**src/rtl/irq_sequencer.sv**
```systemverilog
`default_nettype none
// ============================================================================
// Module      : irq_sequencer
// Description : Processor-side interrupt responder. Takes a pending vectored
//               interrupt at an instruction boundary, stalls the core while it
//               saves PC/flags and jumps to the ISR vector, then restores PC and
//               flags on return-from-interrupt.
// Revision    : 1.0 - initial release
// ============================================================================
module irq_sequencer #(
    parameter int AW = 8,
    parameter int FW = 4
) (
    input  logic          clk,
    input  logic          clr,
    input  logic          i_pending,
    input  logic [AW-1:0] vector,
    input  logic          boundary,
    input  logic [AW-1:0] pc_in,
    input  logic [FW-1:0] flags_in,
    input  logic          reti,
    input  logic          ei,
    input  logic          di,
    output logic          irq_enable,
    output logic          i_clr,
    output logic          stall,
    output logic          pc_load,
    output logic [AW-1:0] pc_out,
    output logic          flags_load,
    output logic [FW-1:0] flags_out,
    output logic          in_isr
);

    typedef enum logic [2:0] {
        S_RUN     = 3'd0,
        S_SAVE    = 3'd1,
        S_VECTOR  = 3'd2,
        S_ISR     = 3'd3,
        S_RESTORE = 3'd4
    } state_t;

    state_t        state_q, state_d;
    logic          gie_q, gie_d;
    logic [AW-1:0] saved_pc_q, saved_pc_d;
    logic [FW-1:0] saved_flags_q, saved_flags_d;
    logic [AW-1:0] vec_lat_q, vec_lat_d;
    logic          take;

    // State and context registers; reset aborts any sequence in progress.
    always_ff @(posedge clk or posedge clr) begin
        if (clr) begin
            state_q       <= S_RUN;
            gie_q         <= 1'b0;
            saved_pc_q    <= '0;
            saved_flags_q <= '0;
            vec_lat_q     <= '0;
        end else begin
            state_q       <= state_d;
            gie_q         <= gie_d;
            saved_pc_q    <= saved_pc_d;
            saved_flags_q <= saved_flags_d;
            vec_lat_q     <= vec_lat_d;
        end
    end

    // Next state, context capture and outputs; outputs depend on registers only.
    always_comb begin
        state_d       = state_q;
        saved_pc_d    = saved_pc_q;
        saved_flags_d = saved_flags_q;
        vec_lat_d     = vec_lat_q;
        i_clr         = 1'b0;
        stall         = 1'b0;
        pc_load       = 1'b0;
        pc_out        = '0;
        flags_load    = 1'b0;
        flags_out     = '0;
        in_isr        = 1'b0;

        // A di in the same cycle as the boundary vetoes entry.
        take = (state_q == S_RUN) && boundary && i_pending && gie_q && !di;

        // di dominates ei; ei during the ISR only becomes visible back in RUN
        // because irq_enable is gated by the RUN state.
        if (di) begin
            gie_d = 1'b0;
        end else if (ei) begin
            gie_d = 1'b1;
        end else begin
            gie_d = gie_q;
        end

        // Controller encoder is held off outside RUN, so there is no nesting.
        irq_enable = gie_q && (state_q == S_RUN);

        case (state_q)
            S_RUN: begin
                if (take) begin
                    saved_pc_d    = pc_in;
                    saved_flags_d = flags_in;
                    vec_lat_d     = vector;
                    state_d       = S_SAVE;
                end
            end
            S_SAVE: begin
                stall   = 1'b1;
                state_d = S_VECTOR;
            end
            S_VECTOR: begin
                // Latched vector is used; the controller may have moved on.
                stall   = 1'b1;
                pc_load = 1'b1;
                pc_out  = vec_lat_q;
                i_clr   = 1'b1;
                state_d = S_ISR;
            end
            S_ISR: begin
                in_isr = 1'b1;
                if (reti) begin
                    state_d = S_RESTORE;
                end
            end
            S_RESTORE: begin
                stall      = 1'b1;
                pc_load    = 1'b1;
                pc_out     = saved_pc_q;
                flags_load = 1'b1;
                flags_out  = saved_flags_q;
                in_isr     = 1'b1;
                state_d    = S_RUN;
            end
            default: begin
                state_d = S_RUN;
            end
        endcase
    end

endmodule
`default_nettype wire

```
**config.mk**
```make
export PLATFORM = sky130hd
export DESIGN_NAME = irq_sequencer
export DESIGN_NICKNAME = d
export VERILOG_FILES = /design/src/rtl/irq_sequencer.sv
export SDC_FILE = /design/constraint.sdc
export NUM_CORES = 1
export LEC_CHECK = 0
export BUFFER_PORTS_ARGS = -buffer_cell sky130_fd_sc_hd__buf_2
export CORE_ASPECT_RATIO = 1.75
export CORE_MARGIN = 10
export CORE_UTILIZATION = 52
export DETAILED_ROUTE_END_ITERATION = 6
export GPL_ROUTABILITY_DRIVEN = 1
export GPL_TIMING_DRIVEN = 0
export PLACE_DENSITY = 0.84
export SYNTH_ARGS = -nofsm -noshare
export SYNTH_HDL_FRONTEND = slang
export SYNTH_SLANG_ARGS = --single-unit
```
**constraint.sdc**
```tcl
create_clock -name clk -period 4.2 [get_ports clk]
set_input_delay 0.21 -clock clk [delete_from_list [all_inputs] [get_ports clk]]
set_output_delay 0.21 -clock clk [all_outputs]
set_load 0.01 [all_outputs]
```
==> results of run 1 <==
-- routing by layer --
layer / vias to the layer above / part of all wire [%]
met3: 4 / 6.5
met2: 35 / 54
li1: 386 / -
met5: - / 0
met4: 0 / 1.5
met1: 393 / 38
-- flip-flops by register name, indices dropped and copies added (netlist names) --
name	count
saved_pc_q	8
saved_flags_q	4
gie_q	1
vec_lat_q	8
state_q	3
-- placed cells by master, fill, tap and decap left out, drive strengths merged, types with 2 or more instances in the layout --
| cell type | synthesis | final |
|---|---|---|
| and2 | 4 | 4 |
| nor3b | 2 | 2 |
| mux2 | 20 | 20 |
| nor2 | 3 | 3 |
| a21o | 2 | 2 |
| dfrtp | 24 | 24 |
| inv | 2 | 2 |
| buf | 5 | 49 |
| clkbuf | 0 | 4 |
| a22o | 8 | 8 |
-- metrics by stage --
stage,setup WS [ps],instance area [um^2],hold WS [ps]
detailed placement,2520,1460,385
global placement,2510,1460,382
global route,2060,1520,114
floorplan,2520,1210,225
finish,2190,1520,105
CTS,2220,1520,102
-- power groups by stage --
| stage | clock network (W) | registers (W) | logic (W) |
|---|---|---|---|
| 3_3_place_gp | 0 | 0.000397 | 0.000393 |
| 5_1_grt | 0.000163 | 0.000420 | 0.000431 |
| 2_1_floorplan | 0 | 0.000383 | 0.000303 |
| 4_1_cts | 0.000156 | 0.000405 | 0.000406 |
| 6_report | 0.000153 | 0.000406 | 0.000401 |
| 3_5_place_dp | 0 | 0.000407 | 0.000403 |
-- cell type report --
| class | instances | area, um^2 |
|---|---|---|
| Inverter | 2 | 7.51 |
| Timing Repair Buffer | 44 | 220 |
| Fill cell | 173 | 729 |
| Clock buffer | 4 | 55.1 |
| Multi-Input combinational cell | 49 | 537 |
| Sequential cell | 24 | 601 |
| Tap cell | 25 | 31.3 |
| Buffer | 5 | 63.8 |
-- cells by family after synthesis --
family | after synthesis
DFF | 24
muxes | 20
and+or+nand+nor | 15
AOI/OAI and AO/OA | 14
buffers and inverters | 7
-- critical path, stage by stage (launching register included) --
cell	delay, ps
sky130_fd_sc_hd__dfrtp_1	380
sky130_fd_sc_hd__buf_6	140
sky130_fd_sc_hd__nor3b_2	570
sky130_fd_sc_hd__or2_2	240
sky130_fd_sc_hd__a21o_1	80
sky130_fd_sc_hd__buf_2	120
-- worst max-delay path by stage --
stage	end	slack, ps	cells past startpoint
final	stall	2190	5
after global routing	flags_out[2]	2060	4
after detailed placement	stall	2520	5
after CTS	stall	2220	5
after floorplan	saved_flags_q[0]	2520	5
after global placement	stall	2510	5
==> flow_metrics.py, run 1 <==
metrics = {
    "logic_synthesis": {
        "ys_ff_latch": 24,
        "synth.top_cells.by_area": "sky130_fd_sc_hd__dfrtp_1, sky130_fd_sc_hd__mux2_4, sky130_fd_sc_hd__a22o_1, sky130_fd_sc_hd__buf_12, sky130_fd_sc_hd__and2_1",
        "synth_sequential_area_ratio_pct": 49.7,
        "post_synth_and_or_nand_nor_area_fraction_pct": 10.0,
        "syn-num-nets": 107,
        "synth_top_cell_area_share_pct": 49.7,
        "area_share_of_xor_xnor_cells_in_the_synthesized_design_pct": 0,
        "post-synth-top-area-cell": "sky130_fd_sc_hd__dfrtp_1",
        "synth.cells.most_frequent": "sky130_fd_sc_hd__dfrtp_1, sky130_fd_sc_hd__mux2_4, sky130_fd_sc_hd__a22o_1",
        "async_reset_ff_share_pct": 100,
        "synth_area_per_inst_um2": 15.1,
        "postSynth.topFlopCell": "sky130_fd_sc_hd__dfrtp_1",
        "mappedNetlistArea_um2": 1210,
        "synth_compound_gate_area_share_pct": 9.52,
        "ys.warnings.count": 0,
        "post-synth-top-count-cell": "sky130_fd_sc_hd__dfrtp_1",
        "synth_edf_count": 0,
        "synth-adder-area-share_pct": 0,
        "synth_cell_types": 22,
        "synthesis.instances": 80,
        "synth.area.mux_share_pct": 24.8,
        "main_combinational_cell_family_by_area_after_synthesis": "multiplexers",
    },
    "power": {
        "total_power_w": 0.000960,
        "pwr-share-comb_pct": 41.7,
        "vdd_drop_max_mv": 0.372,
        "power.net_switching_w": 0.000301,
        "cell_internal_pwr_w": 0.000659,
        "pwr-share-seq_pct": 42.4,
        "power_density_nw_per_um2": 633,
        "power.static_leakage_nw": 0.809,
        "p_sw_share_pct": 31.4,
        "clockPowerShare_pct": 15.9,
    },
    "place": {
        "place.detailed.instances": 149,
        "globalplace.congestion": 0.770,
        "dp_hpwl_mm": 2.19,
        "io_buffers": 44,
    },
    "finish": {
        "insertedDiodeCount": 0,
        "area_delta_synth_final_pct": 25.4,
        "finish.net_count": 156,
        "final_util_pct": 67.5,
        "layout-drive-gt1-share_pct": 60.9,
        "fin_cells": 153,
    },
    "global_route": {
        "track_usage_pct": 11.7,
        "grtUsageMet1_pct": 11.8,
        "grt-busiest-layer": "met2",
        "met3_global_route_usage_pct": 3.20,
        "overflow": 0,
        "via_count_of_the_first_global_routing_pass": 977,
        "grt_antenna_before_repair": 0,
        "grt_pass1_wl_mm": 4.52,
        "pin_count_of_the_biggest_net_entering_global_routing": 25,
        "global_route.usage.met2_pct": 21.1,
    },
    "timing": {
        "rsz_0062_raised_after_global_routing": "no",
        "report.final.hold_viol_count": 0,
        "final.setup_skew_ps": 2.44,
        "tns_ps": 0,
        "finalSetupViolCount": 0,
        "finalMaxSlewViolations": 0,
        "maxClockFrequency_mhz": 498,
        "max_slew.worst_pin.slew_ps": 866,
        "timing.slew.headroom_pct": 42.2,
        "timing.final.crit_period_ps": 2010,
        "layout_worst_path_cycle_share_pct": 47.8,
    },
    "clock_tree": {
        "clockRootBuffer": "sky130_fd_sc_hd__clkbuf_8",
        "cts_resized": 0,
        "clk_transition_reported_paths_ps": 80,
        "tritoncts.num_buffers": 3,
        "htreeDepth": 1,
        "clock_sink_count": 24,
        "cts.path.max_buffers": 2,
        "cts_hold_buf": 0,
        "insertion_delay_ps": 260,
        "cts_tree": "built",
        "total_setup_buffers_inserted_after_cts": 0,
    },
    "outcome": {
        "outcome": "completed",
    },
    "worst_setup_path": {
        "regToRegStartpoint": "state_q[0]",
        "critical_path.endpoint_type": "output port",
        "worst_r2r_path_depth": 5,
        "reg2reg_setup_slack_ps": 2520,
        "regToRegEndpoint": "vec_lat_q[3]",
        "required_time_at_the_endpoint_of_the_critical_path_ps": 3990,
        "critical_path.startpoint_type": "flop",
        "startpoint": "state_q[0]",
        "criticalPathCategory": "reg -> out",
        "worst-endpoint-arrival_ps": 1800,
        "crit_path_max_fanout": 10,
    },
    "worst_hold_path": {
        "hp-start": "di",
        "holdPathEnd": "gie_q",
        "min-delay-path-class": "in -> reg",
        "min_delay_path_depth": 2,
    },
    "routing": {
        "postRouteWirelength_mm": 2.79,
        "remaining_antenna_violation_count_after_routing": 0,
        "drcViolationCount": 0,
        "route.detailed.wl_per_inst_um": 18.2,
        "drt_iter0_markers": 16,
        "first_pass_iters": 4,
        "vias": 818,
        "drt-vias-per-instance": 5.35,
    },
    "die": {
        "die_w_um": 56.4,
        "design.portCount": 45,
        "die_height_um": 83.8,
        "initial_core_util_pct": 53.8,
        "floorplan.die_area_um2": 4730,
        "placeableCoreArea_um2": 2240,
        "fp-row-count": 23,
    },
    "job": {
        "max-cap-violations": 0,
    },
}
No activity file was read; power rests on OpenSTA's default activity.
==> inputs of run 2 (changes only) <==
--- a/config.mk
+++ b/config.mk
@@ -5,14 +5,15 @@
 export SDC_FILE = /design/constraint.sdc
 export NUM_CORES = 1
 export LEC_CHECK = 0
+export ABC_AREA = 1
 export BUFFER_PORTS_ARGS = -buffer_cell sky130_fd_sc_hd__buf_2
 export CORE_ASPECT_RATIO = 1.75
 export CORE_MARGIN = 10
-export CORE_UTILIZATION = 52
+export CORE_UTILIZATION = 45
 export DETAILED_ROUTE_END_ITERATION = 6
 export GPL_ROUTABILITY_DRIVEN = 1
 export GPL_TIMING_DRIVEN = 0
-export PLACE_DENSITY = 0.84
+export PLACE_DENSITY = 0.75
 export SYNTH_ARGS = -nofsm -noshare
 export SYNTH_HDL_FRONTEND = slang
 export SYNTH_SLANG_ARGS = --single-unit
==> constraint.sdc (replaced) <==
create_clock -name clk -period 1.6 [get_ports clk]
set_input_delay 0.08 -clock clk [delete_from_list [all_inputs] [get_ports clk]]
set_output_delay 0.08 -clock clk [all_outputs]
set_load 0.01 [all_outputs]
==> flow_metrics.py, run 2 <==
metrics = {
    "global_route": {
        "grt_pass1_wl_mm": 4.96,
        "overflow": 0,
        "grt_antenna_before_repair": 0,
        "via_count_of_the_first_global_routing_pass": 1093,
        "pin_count_of_the_biggest_net_entering_global_routing": 25,
        "track_usage_pct": 11.1,
    },
    "logic_synthesis": {
        "main_combinational_cell_family_by_area_after_synthesis": "simple AND/OR/NAND/NOR gates",
        "synth_cell_types": 18,
        "synth-adder-area-share_pct": 0,
        "async_reset_ff_share_pct": 100,
        "post-synth-top-count-cell": "sky130_fd_sc_hd__nand2_1",
        "ys.warnings.count": 0,
        "post-synth-top-area-cell": "sky130_fd_sc_hd__dfrtp_1",
        "synth_edf_count": 0,
        "postSynth.topFlopCell": "sky130_fd_sc_hd__dfrtp_1",
        "synth.cells.most_frequent": "sky130_fd_sc_hd__nand2_1, sky130_fd_sc_hd__inv_1, sky130_fd_sc_hd__dfrtp_1",
        "mappedNetlistArea_um2": 1360,
        "synth_area_per_inst_um2": 8.58,
        "ys_ff_latch": 24,
        "synthesis.instances": 159,
        "synth.top_cells.by_area": "sky130_fd_sc_hd__dfrtp_1, sky130_fd_sc_hd__o21bai_2, sky130_fd_sc_hd__nand2_1, sky130_fd_sc_hd__inv_1, sky130_fd_sc_hd__o22ai_1",
        "synth_sequential_area_ratio_pct": 44.0,
        "synth_compound_gate_area_share_pct": 20.6,
        "area_share_of_xor_xnor_cells_in_the_synthesized_design_pct": 0,
        "syn-num-nets": 186,
        "synth.area.mux_share_pct": 0,
        "synth_top_cell_area_share_pct": 44.0,
        "post_synth_and_or_nand_nor_area_fraction_pct": 21.3,
    },
    "worst_hold_path": {
        "min-delay-path-class": "in -> async",
    },
    "finish": {
        "finish.net_count": 236,
        "layout_top_registers": "saved_pc_q: 8 flops, vec_lat_q: 8 flops, saved_flags_q: 4 flops",
        "final_common_cell": "sky130_fd_sc_hd__nand2_1",
        "insertedDiodeCount": 0,
        "mostFrequentLayoutCells": "sky130_fd_sc_hd__nand2_1, sky130_fd_sc_hd__buf_2, sky130_fd_sc_hd__inv_1, sky130_fd_sc_hd__dfrtp_1, sky130_fd_sc_hd__o21bai_2",
        "area_delta_synth_final_pct": 23.9,
        "layout-drive-gt1-share_pct": 41.5,
        "fin_area_um2": 1690,
        "filler_cell_count": 290,
        "fin_cells": 235,
    },
    "place": {
        "place.detailed.instances": 231,
        "placedInstanceArea_um2": 1620,
        "globalplace.congestion": 0.743,
        "io_buffers": 44,
        "dp_hpwl_mm": 2.42,
    },
    "power": {
        "vdd_drop_max_mv": 0.722,
        "p_sw_share_pct": 37.8,
        "power.static_leakage_nw": 0.976,
        "cell_internal_pwr_w": 0.00171,
        "pwr-share-comb_pct": 49.9,
        "total_power_w": 0.00275,
        "power.net_switching_w": 0.00104,
        "clockPowerShare_pct": 12.9,
        "power_density_nw_per_um2": 1630,
        "pwr-share-seq_pct": 37.2,
    },
    "worst_setup_path": {
        "worst_r2r_path_depth": 6,
        "worst-endpoint-arrival_ps": 1460,
        "critical_path.endpoint_type": "output port",
        "reg2reg_setup_slack_ps": 420,
        "criticalPathCategory": "reg -> out",
        "regToRegEndpoint": "saved_pc_q[5]",
        "regToRegStartpoint": "state_q[0]",
        "critical_path.startpoint_type": "flop",
        "required_time_at_the_endpoint_of_the_critical_path_ps": 1520,
        "crit_path_max_fanout": 10,
    },
    "clock_tree": {
        "clockRootBuffer": "sky130_fd_sc_hd__clkbuf_8",
        "cts_tree": "built",
        "htreeDepth": 1,
        "total_setup_buffers_inserted_after_cts": 0,
        "tritoncts.num_buffers": 3,
        "clk_transition_reported_paths_ps": 80,
        "insertion_delay_ps": 260,
        "cts.path.max_buffers": 2,
        "clock_sink_count": 24,
    },
    "die": {
        "initial_core_util_pct": 46.6,
        "fp-row-count": 26,
        "design.portCount": 45,
        "floorplan.die_area_um2": 5720,
        "die_height_um": 92.8,
        "placeableCoreArea_um2": 2930,
        "die_w_um": 61.6,
    },
    "timing": {
        "finalSetupViolCount": 0,
        "report.final.hold_viol_count": 0,
        "max_slew.worst_pin.slew_ps": 911,
        "rsz_0062_raised_after_global_routing": "yes",
        "finalMaxSlewViolations": 0,
        "timing.final.crit_period_ps": 1540,
        "timing.slew.headroom_pct": 39.2,
        "layout_worst_path_cycle_share_pct": 96.3,
        "maxClockFrequency_mhz": 649,
        "final.setup_skew_ps": 2.92,
        "tns_ps": 0,
    },
    "routing": {
        "drt_iter0_markers": 30,
        "route.detailed.wl_per_inst_um": 13.2,
        "first_pass_iters": 4,
        "drt-vias-per-instance": 4.84,
        "drcViolationCount": 0,
        "postRouteWirelength_mm": 3.10,
        "remaining_antenna_violation_count_after_routing": 0,
        "vias": 1137,
    },
    "outcome": {
        "outcome": "completed",
    },
    "job": {
        "max-cap-violations": 0,
    },
}
## run 2: cell types whose count changed after synthesis, sizes merged, moves of 2 or more
cell,before,now
a21o,2,0
a22o,8,0
and2,4,0
buf,5,8
inv,2,33
mux2,20,0
nand2,0,49
nand3,0,4
nand4,0,2
nor2,3,9
nor3b,2,0
o21ai,0,2
o21bai,1,20
o22ai,0,8
## run 2: what timing repair did
item                                    4_1_cts  5_1_grt
hold buffers                                  1        0
cloned                                        0        0
hold endpoints to repair                      1        0
pin swaps                                     0        0
endpoints found under the setup margin        1       11
gates resized for setup                       1        7
## run 2: worst max-delay path by stage
stage | start | to | slack [ps] | cells after the start
final | state_q[0] | pc_out[4] | 60 | 5
after global routing | state_q[0] | pc_out[4] | -20 | 5
after CTS | state_q[1] | pc_out[6] | 9 | 5
after detailed placement | state_q[0] | pc_out[0] | 300 | 5
after global placement | state_q[1] | pc_out[5] | 280 | 5
after floorplan | state_q[0] | pc_out[0] | 480 | 4
## run 2: cells by family (layout without fill, tap and decap cells)
| logic type | after synthesis | count (layout) |
|---|---|---|
| AND/OR/NAND/NOR | 64 | 64 |
| buffers and inverters | 41 | 89 |
| AO/OA/AOI/OAI | 30 | 30 |
| flip-flops | 24 | 24 |
## run 2: final cells by class
cell class,count,area (um^2),share of cell area (%)
Clock buffer,3,41.3,2.44
Buffer,8,70.1,4.15
Sequential cell,24,604,35.8
Timing Repair Buffer,45,230,13.6
Inverter,33,124,7.33
Multi-Input combinational cell,94,586,34.6
Tap cell,28,35.0,2.07
## run 2: power by group through the flow
stage	registers (W)	clock network [W]	logic [W]
4_1_cts	0.00102	0.000363	0.00137
3_5_place_dp	0.00103	0	0.00136
6_report	0.00102	0.000355	0.00137
3_3_place_gp	0.00101	0	0.00134
2_1_floorplan	0.000996	0	0.000989
5_1_grt	0.00105	0.000379	0.00154
## run 2: through the flow
step                hold WS [ps]  util (%)  worst slack [ps]
floorplan                   94.6         -               483
CTS                         3.91      57.1              9.21
detailed placement           254      55.3               300
global route                14.7      57.7             -20.5
global placement             251      55.3               284
finish                     0.647      57.7              58.6
## run 2: metal layers
metal	wire [um]	track usage (%)	up-vias
met5	0	0	-
met4	56	4.49	0
met3	228	3.15	5
met2	1550	18.7	30
met1	1270	12.4	518
li1	-	-	584
## run 2: worst max-delay path, stage by stage (launching register included)
cell                      delay [ps]
sky130_fd_sc_hd__dfrtp_2         460
sky130_fd_sc_hd__nor2_4          150
sky130_fd_sc_hd__nand2_1          80
sky130_fd_sc_hd__buf_4           180
sky130_fd_sc_hd__o22ai_1         160
sky130_fd_sc_hd__buf_2           160
==> inputs of run 3 (changes only) <==
--- a/config.mk
+++ b/config.mk
@@ -9,11 +9,10 @@
 export BUFFER_PORTS_ARGS = -buffer_cell sky130_fd_sc_hd__buf_2
 export CORE_ASPECT_RATIO = 1.75
 export CORE_MARGIN = 10
-export CORE_UTILIZATION = 45
+export CORE_UTILIZATION = 30
 export DETAILED_ROUTE_END_ITERATION = 6
 export GPL_ROUTABILITY_DRIVEN = 1
 export GPL_TIMING_DRIVEN = 0
-export PLACE_DENSITY = 0.75
 export SYNTH_ARGS = -nofsm -noshare
 export SYNTH_HDL_FRONTEND = slang
 export SYNTH_SLANG_ARGS = --single-unit
==> flow_metrics.py, run 3 (synthesis gave the netlist of run 2 again) <==
metrics = {
    "outcome": {
        "outcome": "completed",
    },
    "routing": {
        "drt_iter0_markers": 42,
        "postRouteWirelength_mm": 3.53,
        "route.detailed.wl_per_inst_um": 13.5,
        "remaining_antenna_violation_count_after_routing": 0,
        "vias": 1154,
        "drcViolationCount": 0,
        "first_pass_iters": 4,
        "drt-vias-per-instance": 4.40,
    },
    "worst_setup_path": {
        "worst_r2r_path_depth": 6,
        "critical_path.endpoint_type": "output port",
        "regToRegEndpoint": "saved_pc_q[7]",
        "criticalPathCategory": "reg -> out",
        "worst-endpoint-arrival_ps": 1440,
        "critical_path.startpoint_type": "flop",
        "regToRegStartpoint": "state_q[0]",
        "crit_path_max_fanout": 10,
        "required_time_at_the_endpoint_of_the_critical_path_ps": 1520,
        "reg2reg_setup_slack_ps": 440,
    },
    "clock_tree": {
        "htreeDepth": 1,
        "clock_sink_count": 24,
        "cts_tree": "built",
        "insertion_delay_ps": 270,
        "tritoncts.num_buffers": 3,
        "cts.path.max_buffers": 2,
        "clk_transition_reported_paths_ps": 90,
        "clockRootBuffer": "sky130_fd_sc_hd__clkbuf_8",
    },
    "finish": {
        "final_util_pct": 40.5,
        "final_common_cell": "sky130_fd_sc_hd__nand2_1",
        "mostFrequentLayoutCells": "sky130_fd_sc_hd__nand2_1, sky130_fd_sc_hd__buf_2, sky130_fd_sc_hd__inv_1, sky130_fd_sc_hd__dfrtp_1, sky130_fd_sc_hd__o21bai_2",
        "layout-drive-gt1-share_pct": 42.2,
        "finish.net_count": 239,
        "fin_area_um2": 1780,
        "insertedDiodeCount": 0,
        "layout_top_registers": "saved_pc_q: 8 flops, vec_lat_q: 8 flops, saved_flags_q: 4 flops",
        "area_delta_synth_final_pct": 30.8,
        "fin_cells": 262,
    },
    "global_route": {
        "via_count_of_the_first_global_routing_pass": 1138,
        "pin_count_of_the_biggest_net_entering_global_routing": 25,
        "overflow": 0,
        "track_usage_pct": 8.75,
        "grt-busiest-layer": "met2",
        "grt_pass1_wl_mm": 5.54,
        "grtUsageMet1_pct": 8.95,
        "global_route.usage.met2_pct": 16.4,
        "grt_antenna_before_repair": 0,
        "met3_global_route_usage_pct": 1.64,
    },
    "place": {
        "globalplace.congestion": 0.788,
        "place_ws_ps": 270,
        "dp_hpwl_mm": 2.77,
        "place.detailed.instances": 254,
        "placedInstanceArea_um2": 1650,
        "io_buffers": 44,
    },
    "power": {
        "power.static_leakage_nw": 1.01,
        "vdd_drop_max_mv": 0.578,
        "power_density_nw_per_um2": 1680,
    },
    "timing": {
        "post-route-worst-setup-slack_ps": 84.5,
        "final.setup_skew_ps": 7.24,
        "report.final.hold_viol_count": 0,
        "finalMaxSlewViolations": 0,
        "rsz_0062_raised_after_global_routing": "no",
        "layout_worst_path_cycle_share_pct": 94.7,
        "finalSetupViolCount": 0,
        "timing.slew.headroom_pct": 35.9,
        "max_slew.worst_pin.slew_ps": 960,
        "maxClockFrequency_mhz": 660,
        "tns_ps": 0,
        "timing.final.crit_period_ps": 1520,
    },
    "worst_hold_path": {
        "min-delay-path-class": "in -> reg",
        "holdPathEnd": "saved_pc_q[0]",
        "hp-start": "pc_in[0]",
        "min_delay_path_depth": 3,
    },
    "die": {
        "design.portCount": 45,
        "die_w_um": 71.0,
        "fp-row-count": 32,
        "initial_core_util_pct": 31.0,
        "placeableCoreArea_um2": 4400,
        "floorplan.die_area_um2": 7750,
        "die_height_um": 109,
    },
    "job": {
        "max-cap-violations": 0,
    },
}
[run 3: what timing repair did]
action,in CTS,in global routing
setup endpoints to repair,4,8
hold endpoints to repair,1,1
hold buffers,1,1
resized for setup,3,6
setup buffers,1,1
[run 3: critical path, cell delays in order (launching register included)]
cell and delay (ps):
sky130_fd_sc_hd__dfrtp_2 450, sky130_fd_sc_hd__nor2_4 140, sky130_fd_sc_hd__nand2_1 80, sky130_fd_sc_hd__buf_4 180, sky130_fd_sc_hd__o22ai_1 160, sky130_fd_sc_hd__buf_2 160
[run 3: final cells by class]
| class | instances | area (um^2) |
|---|---|---|
| Timing Repair Buffer | 48 | 255 |
| Clock inverter | 1 | 30.0 |
| Inverter | 33 | 124 |
| Multi-Input combinational cell | 94 | 592 |
| Tap cell | 51 | 63.8 |
| Buffer | 8 | 73.8 |
| Fill cell | 478 | 2620 |
| Sequential cell | 24 | 604 |
| Clock buffer | 3 | 41.3 |
[run 3: where the power goes]
| part | total [W] | internal (W) | switching [W] |
|---|---|---|---|
| Sequential | 0.00101 | 0.000895 | 0.000118 |
| Combinational | 0.00144 | 0.000678 | 0.000763 |
| Clock | 0.000544 | 0.000335 | 0.000209 |
| Total | 0.00300 | 0.00191 | 0.00109 |
[run 3: routing by layer]
layer  share of wire (%)  vias up  routed length, um
met3                 3.6        6                127
met5                   0        -                  0
met1                  38      539               1340
met4                 2.2        0                 78
li1                    -      586                  -
met2                  56       23               1990
[run 3: metrics by stage]
stage               hold WS [ps]  total power [W]
finish                      1.76          0.00300
CTS                       0.0682          0.00299
detailed placement           249          0.00240
floorplan                   94.6          0.00198
global placement             250          0.00236
global route                3.38          0.00322
[run 3: worst max-delay path by stage]
stage / from / to / slack (ps) / cells past startpoint
floorplan: state_q[0] / pc_out[0] / 480 / 4
global placement: state_q[0] / pc_out[0] / 270 / 5
detailed placement: state_q[0] / pc_out[0] / 270 / 5
CTS: state_q[0] / pc_out[0] / 10 / 5
global route: state_q[1] / pc_out[6] / 6 / 5
finish: state_q[0] / pc_out[2] / 80 / 5
